### src/rtl/reg_file_pkg.sv
// Shared widths, sizes and state encoding for the register-file dump reader.
package reg_file_pkg;

   localparam int DATA_WIDTH = 8;
   localparam int ADDR_WIDTH = 3;
   localparam int NUM_REGS   = 8;
   localparam int K_WIDTH    = ADDR_WIDTH - 1;

   typedef enum logic [2:0] {
      IDLE  = 3'd0,
      SETUP = 3'd1,
      SEND0 = 3'd2,
      SEND1 = 3'd3,
      FIN   = 3'd4
   } state_t;

   // Concatenation rather than 2k+1 arithmetic, so the top pair never wraps.
   function automatic logic [ADDR_WIDTH-1:0] pair_addr(input logic [K_WIDTH-1:0] k,
                                                      input logic odd);
      return {k, odd};
   endfunction

endpackage

### src/rtl/reg_file_reader_if.sv
// Register-file read ports plus the valid/ready dump stream of the reader.
interface reg_file_reader_if;
   import reg_file_pkg::*;

   logic [ADDR_WIDTH-1:0] READREG1;
   logic [ADDR_WIDTH-1:0] READREG2;
   logic [DATA_WIDTH-1:0] REGOUT1;
   logic [DATA_WIDTH-1:0] REGOUT2;
   logic [DATA_WIDTH-1:0] DUMPDATA;
   logic [ADDR_WIDTH-1:0] DUMPADDR;
   logic                  DUMPVALID;
   logic                  DUMPREADY;

   modport master (
      output READREG1, READREG2, DUMPDATA, DUMPADDR, DUMPVALID,
      input  REGOUT1, REGOUT2, DUMPREADY
   );

   modport slave (
      input  READREG1, READREG2, DUMPDATA, DUMPADDR, DUMPVALID,
      output REGOUT1, REGOUT2, DUMPREADY
   );

endinterface

### src/rtl/reg_dump_pair_buf.sv
// Two-entry capture buffer: loads a register pair in one edge and presents
// the even entry first, then the odd entry when told to advance.
module reg_dump_pair_buf
   import reg_file_pkg::*;
(
   input  logic                  i_clk,
   input  logic                  i_rst_n,
   input  logic                  i_load,
   input  logic                  i_sel_hi,
   input  logic [DATA_WIDTH-1:0] i_d0,
   input  logic [DATA_WIDTH-1:0] i_d1,
   output logic [DATA_WIDTH-1:0] o_data
);

   logic [DATA_WIDTH-1:0] r_buf0;
   logic [DATA_WIDTH-1:0] r_buf1;
   logic [DATA_WIDTH-1:0] r_data;

   // Pair capture and registered output selection.
   always_ff @(posedge i_clk or negedge i_rst_n) begin
      if (!i_rst_n) begin
         r_buf0 <= '0;
         r_buf1 <= '0;
         r_data <= '0;
      end else if (i_load) begin
         r_buf0 <= i_d0;
         r_buf1 <= i_d1;
         r_data <= i_d0;
      end else if (i_sel_hi) begin
         r_data <= r_buf1;
      end else begin
         r_data <= r_data;
      end
   end

   assign o_data = r_data;

endmodule

### src/rtl/reg_file_reader.sv
// Dump sequencer: reads the register file two entries at a time and streams
// every value with its index over a valid/ready channel.
module reg_file_reader
   import reg_file_pkg::*;
(
   input  logic              CLK,
   input  logic              RESET,
   input  logic              START,
   input  logic              ABORT,
   reg_file_reader_if.master bus,
   output logic              BUSY,
   output logic              DONE
);

   localparam logic [K_WIDTH-1:0] LAST_K = K_WIDTH'(NUM_REGS / 2 - 1);

   state_t                r_state;
   state_t                w_state_next;
   logic [K_WIDTH-1:0]    r_k;
   logic [K_WIDTH-1:0]    w_k_next;
   logic                  w_hs;
   logic                  w_load;
   logic                  w_sel_hi;
   logic [ADDR_WIDTH-1:0] r_readreg1;
   logic [ADDR_WIDTH-1:0] r_readreg2;
   logic [ADDR_WIDTH-1:0] r_dump_addr;
   logic                  r_valid;
   logic                  r_busy;
   logic                  r_done;
   logic [DATA_WIDTH-1:0] w_dump_data;

   assign w_hs = r_valid & bus.DUMPREADY;

   // Next state and pair counter; ABORT outranks handshake and START.
   always_comb begin
      w_state_next = r_state;
      w_k_next     = r_k;
      if (ABORT && (r_state != IDLE)) begin
         w_state_next = IDLE;
      end else begin
         case (r_state)
            IDLE: begin
               if (START) begin
                  w_state_next = SETUP;
                  w_k_next     = '0;
               end else begin
                  w_state_next = IDLE;
               end
            end
            SETUP: w_state_next = SEND0;
            SEND0: begin
               if (w_hs) begin
                  w_state_next = SEND1;
               end else begin
                  w_state_next = SEND0;
               end
            end
            SEND1: begin
               if (w_hs && (r_k == LAST_K)) begin
                  w_state_next = FIN;
               end else if (w_hs) begin
                  w_state_next = SETUP;
                  w_k_next     = r_k + K_WIDTH'(1);
               end else begin
                  w_state_next = SEND1;
               end
            end
            FIN:     w_state_next = IDLE;
            default: w_state_next = IDLE;
         endcase
      end
   end

   assign w_load   = (r_state == SETUP) && (w_state_next == SEND0);
   assign w_sel_hi = (r_state == SEND0) && (w_state_next == SEND1);

   // State and pair counter registers.
   always_ff @(posedge CLK or negedge RESET) begin
      if (!RESET) begin
         r_state <= IDLE;
         r_k     <= '0;
      end else begin
         r_state <= w_state_next;
         r_k     <= w_k_next;
      end
   end

   // Outputs are registered from the next state so they line up with it.
   always_ff @(posedge CLK or negedge RESET) begin
      if (!RESET) begin
         r_valid     <= 1'b0;
         r_busy      <= 1'b0;
         r_done      <= 1'b0;
         r_readreg1  <= '0;
         r_readreg2  <= '0;
         r_dump_addr <= '0;
      end else begin
         r_valid <= (w_state_next == SEND0) || (w_state_next == SEND1);
         r_busy  <= (w_state_next != IDLE);
         r_done  <= (w_state_next == FIN);
         if (w_state_next == IDLE) begin
            r_readreg1 <= '0;
            r_readreg2 <= '0;
         end else if ((w_state_next == SETUP) && (r_state != SETUP)) begin
            r_readreg1 <= pair_addr(w_k_next, 1'b0);
            r_readreg2 <= pair_addr(w_k_next, 1'b1);
         end else begin
            r_readreg1 <= r_readreg1;
            r_readreg2 <= r_readreg2;
         end
         if (w_load) begin
            r_dump_addr <= pair_addr(r_k, 1'b0);
         end else if (w_sel_hi) begin
            r_dump_addr <= pair_addr(r_k, 1'b1);
         end else begin
            r_dump_addr <= r_dump_addr;
         end
      end
   end

   reg_dump_pair_buf u_pair_buf (
      .i_clk    (CLK),
      .i_rst_n  (RESET),
      .i_load   (w_load),
      .i_sel_hi (w_sel_hi),
      .i_d0     (bus.REGOUT1),
      .i_d1     (bus.REGOUT2),
      .o_data   (w_dump_data)
   );

   assign bus.READREG1  = r_readreg1;
   assign bus.READREG2  = r_readreg2;
   assign bus.DUMPDATA  = w_dump_data;
   assign bus.DUMPADDR  = r_dump_addr;
   assign bus.DUMPVALID = r_valid;
   assign BUSY          = r_busy;
   assign DONE          = r_done;

endmodule

### src/flat_wrapper.sv
// flat-port wrapper written by rule: the top's interface ports become plain ports
module reg_file_reader_flat import reg_file_pkg::*;
  (CLK, RESET, START, ABORT, BUSY, DONE, bus_READREG1, bus_READREG2, bus_DUMPDATA, bus_DUMPADDR, bus_DUMPVALID, bus_REGOUT1, bus_REGOUT2, bus_DUMPREADY);
  reg_file_reader_if bus_i ();
  input  logic CLK;
  input  logic RESET;
  input  logic START;
  input  logic ABORT;
  output logic BUSY;
  output logic DONE;
  output wire logic [$bits(bus_i.READREG1)-1:0] bus_READREG1;
  output wire logic [$bits(bus_i.READREG2)-1:0] bus_READREG2;
  output wire logic [$bits(bus_i.DUMPDATA)-1:0] bus_DUMPDATA;
  output wire logic [$bits(bus_i.DUMPADDR)-1:0] bus_DUMPADDR;
  output wire logic [$bits(bus_i.DUMPVALID)-1:0] bus_DUMPVALID;
  input wire logic [$bits(bus_i.REGOUT1)-1:0] bus_REGOUT1;
  input wire logic [$bits(bus_i.REGOUT2)-1:0] bus_REGOUT2;
  input wire logic [$bits(bus_i.DUMPREADY)-1:0] bus_DUMPREADY;
  assign bus_READREG1 = bus_i.READREG1;
  assign bus_READREG2 = bus_i.READREG2;
  assign bus_DUMPDATA = bus_i.DUMPDATA;
  assign bus_DUMPADDR = bus_i.DUMPADDR;
  assign bus_DUMPVALID = bus_i.DUMPVALID;
  assign bus_i.REGOUT1 = bus_REGOUT1;
  assign bus_i.REGOUT2 = bus_REGOUT2;
  assign bus_i.DUMPREADY = bus_DUMPREADY;
  reg_file_reader u_core (.CLK(CLK), .RESET(RESET), .START(START), .ABORT(ABORT), .bus(bus_i), .BUSY(BUSY), .DONE(DONE));
endmodule
### config.mk
export PLATFORM = sky130hd
export DESIGN_NAME = reg_file_reader_flat
export DESIGN_NICKNAME = d
export VERILOG_FILES = /design/src/rtl/reg_file_pkg.sv /design/src/rtl/reg_file_reader_if.sv /design/src/rtl/reg_dump_pair_buf.sv /design/src/rtl/reg_file_reader.sv /design/src/flat_wrapper.sv
export SDC_FILE = /design/constraint.sdc
export NUM_CORES = 1
export LEC_CHECK = 0
export BUFFER_PORTS_ARGS = -buffer_cell sky130_fd_sc_hd__buf_2
export CAP_MARGIN = 20
export CORE_UTILIZATION = 35
export DETAILED_ROUTE_END_ITERATION = 12
export PLACE_DENSITY = 0.57
export SLEW_MARGIN = 30
export SYNTH_ARGS = -nofsm -noshare
export SYNTH_HDL_FRONTEND = slang
export SYNTH_HIERARCHICAL = 1
export SYNTH_SLANG_ARGS = --single-unit
### constraint.sdc
create_clock -name CLK -period 1.67 [get_ports CLK]
set_input_delay 0.0835 -clock CLK [delete_from_list [all_inputs] [get_ports CLK]]
set_output_delay 0.0835 -clock CLK [all_outputs]
set_load 0.05 [all_outputs]
==> flow_metrics.py <==
metrics = {
    "run_status": {
        "outcome": "completed",
    },
    "logic_synthesis": {
        "ys.flop_type": "dfrtp_1",
        "netlist_area_mm2": 0.00144,
        "netlist_instances": 123,
        "synth_fp_nets": 145,
        "yosys_warnings": 6,
        "synth_edf_count": 0,
        "synth.area.top_cells": "dfrtp_1, mux2i_1, mux2_2, o21ai_0, mux2_4",
        "synth_seq_cells": 30,
        "yosysTopAreaCell": "dfrtp_1",
        "synthArstFlopShare": 1.00,
        "ys_seq_area_frac": 0.521,
        "synth_top_area_frac": 0.521,
        "ys_types": 32,
        "syn_area_per_cell_um2": 11.7,
    },
    "worst_hold_path": {
        "min_path_type": "in -> reg",
    },
    "floorplan": {
        "die_x_um": 66.1,
        "rows": 22,
        "fp.dieH_um": 66.1,
        "core_area_mm2": 0.00380,
        "start_util": 0.379,
        "die_area_mm2": 0.00438,
        "io_pins": 41,
    },
    "worst_setup_path": {
        "critPathLaunchType": "flip-flop",
        "cp_slowest_cell": "dfrtp_1",
        "arrival_ps": 1730,
        "end_kind": "flip-flop",
        "cpPeakStageDelay_ps": 430,
        "critical_path_required_ps": 1830,
        "worstPathCellList": "ha_1 > and3b_1 > a211oi_2 > nor2_1 > o22a_1",
        "critPathKind": "reg -> reg",
        "crit_fanout": 6,
    },
    "cells_and_area": {
        "fin_area_mm2": 0.00181,
        "final_cell_mix": "buf_2, dfrtp_1, nand2_1",
        "final_common_cell": "buf_2",
        "drive_gt1_frac": 0.450,
        "nets": 192,
        "fin_util": 0.477,
        "diodes": 0,
        "area_delta_synth_final_pct": 25.9,
        "fill_cells": 388,
    },
    "sta": {
        "rsz0062_at_grt": "false",
        "worstMarginPinSlew_ps": 662,
        "slew_headroom": 0.559,
        "timing.final.crit_share": 0.940,
        "min_period_ps": 1570,
        "max_freq_mhz": 637,
        "finalSetupTns_ps": 0,
        "fin_worst_skew_ps": 5.57,
        "slew_violations": 0,
        "finalSetupViolCount": 0,
        "worst_slack_ps": 101,
        "final_hold_viol_count": 0,
    },
    "clock_tree": {
        "worst_skew_pair.late_latency_ps": 280,
        "htreeDepth": 2,
        "clock_sinks": 30,
        "cts_buffers": 5,
        "path_clk_slew_ps": 60,
        "clockBufferDepth": 2,
        "cts_tree": "done",
        "cts_root_buf": "clkbuf_8",
    },
    "global_route": {
        "gr-total-overflow": 0,
        "grt.met2_usage": 0.218,
        "grt-busiest-layer": "met2",
        "grt_pass1_vias": 992,
        "met1_usage": 0.190,
        "grt_util_all_layers": 0.149,
        "grt_pass1_wl_um": 4700,
        "use_met3": 0.0500,
        "antenna_found_initial": 0,
        "grt_max_degree": 31,
    },
    "placement": {
        "placed_cell_area_mm2": 0.00168,
        "dp_hpwl_um": 2000,
        "gp_congestion": 0.827,
        "pre_cts_ws_ps": 88.5,
        "port_buffers": 39,
    },
    "power_and_ir_drop": {
        "p_leak_nw": 0.852,
        "p_switching_mw": 1.18,
        "clockPowerShare": 0.196,
        "p_int_mw": 1.70,
        "ir_drop_uv": 620,
        "seq_power_share": 0.388,
        "power_density_mw_per_mm2": 1590,
        "swShare": 0.411,
        "combPwrFrac": 0.416,
    },
    "detailed_routing": {
        "wl_per_cell_um": 13.0,
        "postRouteAntennaNets": 0,
        "drc": 0,
        "via_count": 1069,
        "vias_per_cell": 4.93,
        "drt_iter0_markers": 45,
        "wl_um": 2830,
        "first_pass_iters": 4,
    },
    "flow_run": {
        "cap_violations": 0,
    },
}
worst max-delay path: cells and delay by family, from the launching register on:
kind	cells	cell delay [ps]
compound gates	2	480
fa+ha+maj	1	250
flops	1	430
simple gates	2	290
timing repair:
item / 4_1_cts / 5_1_grt
buffers inserted: 0 / 2
gates resized for setup: 0 / 3
hold buffers: 1 / 0
hold endpoints to repair: 30 / 0
endpoints found under the setup margin: 0 / 5
registers in the layout, indices dropped and copies added (netlist names):
name	count
u_core/BUSY	1
u_core/u_pair_buf/r_buf1	8
u_core/bus.READREG1	1
u_core/u_pair_buf/o_data	8
u_core/r_k	2
u_core/r_state	3
u_core/DONE	1
u_core/bus.READREG2	2
u_core/bus.DUMPADDR	3
u_core/bus.DUMPVALID	1
final timing paths:
kind | startpoint | to | slack [ps] | depth (start not counted)
setup / recovery | u_core/r_k[0] | u_core/bus.READREG2[0] | 100 | 5
hold / removal | bus_REGOUT1[1] | u_core/u_pair_buf/o_data[1] | 10 | 3
setup reg to reg | u_core/r_k[0] | u_core/bus.READREG2[0] | 100 | 5
hold reg to reg | u_core/bus.READREG2[0] | u_core/bus.READREG2[0] | 480 | 1
max in group asynchronous | RESET | u_core/bus.DUMPVALID | 840 | 2
min in group asynchronous | RESET | u_core/r_state[1] | 370 | 2
routing by layer:
layer	routed length [um]	up-vias
li1	-	520
met1	1220	515
met2	1380	29
met3	161	5
met4	65	0
met5	0	-
synth_stat cells, types with 2 or more instances:
| cell type | count |
|---|---|
| mux2_4 | 4 |
| and3b_1 | 2 |
| a211oi_2 | 2 |
| mux2_2 | 6 |
| buf_4 | 4 |
| or2_1 | 2 |
| o21ai_0 | 12 |
| dfrtp_1 | 30 |
| inv_1 | 3 |
| buf_6 | 4 |
| a21oi_1 | 2 |
| nor4_1 | 2 |
| a22o_1 | 2 |
| mux2i_1 | 8 |
| nor2_1 | 5 |
| nor3_1 | 6 |
| nand2_1 | 14 |
kinds of logic (layout without fill, tap and decap cells):
kind of cell	Yosys count	in the layout	synth area share
AND/OR/NAND/NOR	36	36	0.136
flip-flops	30	30	0.521
AO/OA/AOI/OAI	24	24	0.114
multiplexers	18	18	0.144
buffers and inverters	13	59	0.0738
adder cells (fa/ha/maj)	1	1	0.00869
other	1	1	0.00260
power groups by stage:
stage / logic [mW] / clock network, mW / registers [mW]
global route: 1.28 / 0.622 / 1.15
detailed placement: 1.20 / 0 / 1.12
CTS: 1.20 / 0.580 / 1.11
floorplan: 0.461 / 0 / 1.58
finish: 1.20 / 0.565 / 1.12
global placement: 1.18 / 0 / 1.11
layout make-up:
type | instances | area (um^2) | share of cell area
well taps | 48 | 60.1 | 0.0331
clock buffers | 6 | 82.6 | 0.0455
flip-flops and latches | 30 | 752 | 0.415
repair buffers | 50 | 305 | 0.168
multi-input cells | 80 | 602 | 0.332
inverters | 3 | 11.3 | 0.00621
per-stage QoR:
stage | power (mW) | hold slack (ps) | instances
finish | 2.88 | 12.5 | 217
global route | 3.05 | 26.4 | 217
CTS | 2.90 | 7.38 | 215
detailed placement | 2.32 | 162 | 208
global placement | 2.29 | 155 | 208
floorplan | 2.05 | -212 | 123
(Power assumes the default switching activity.)
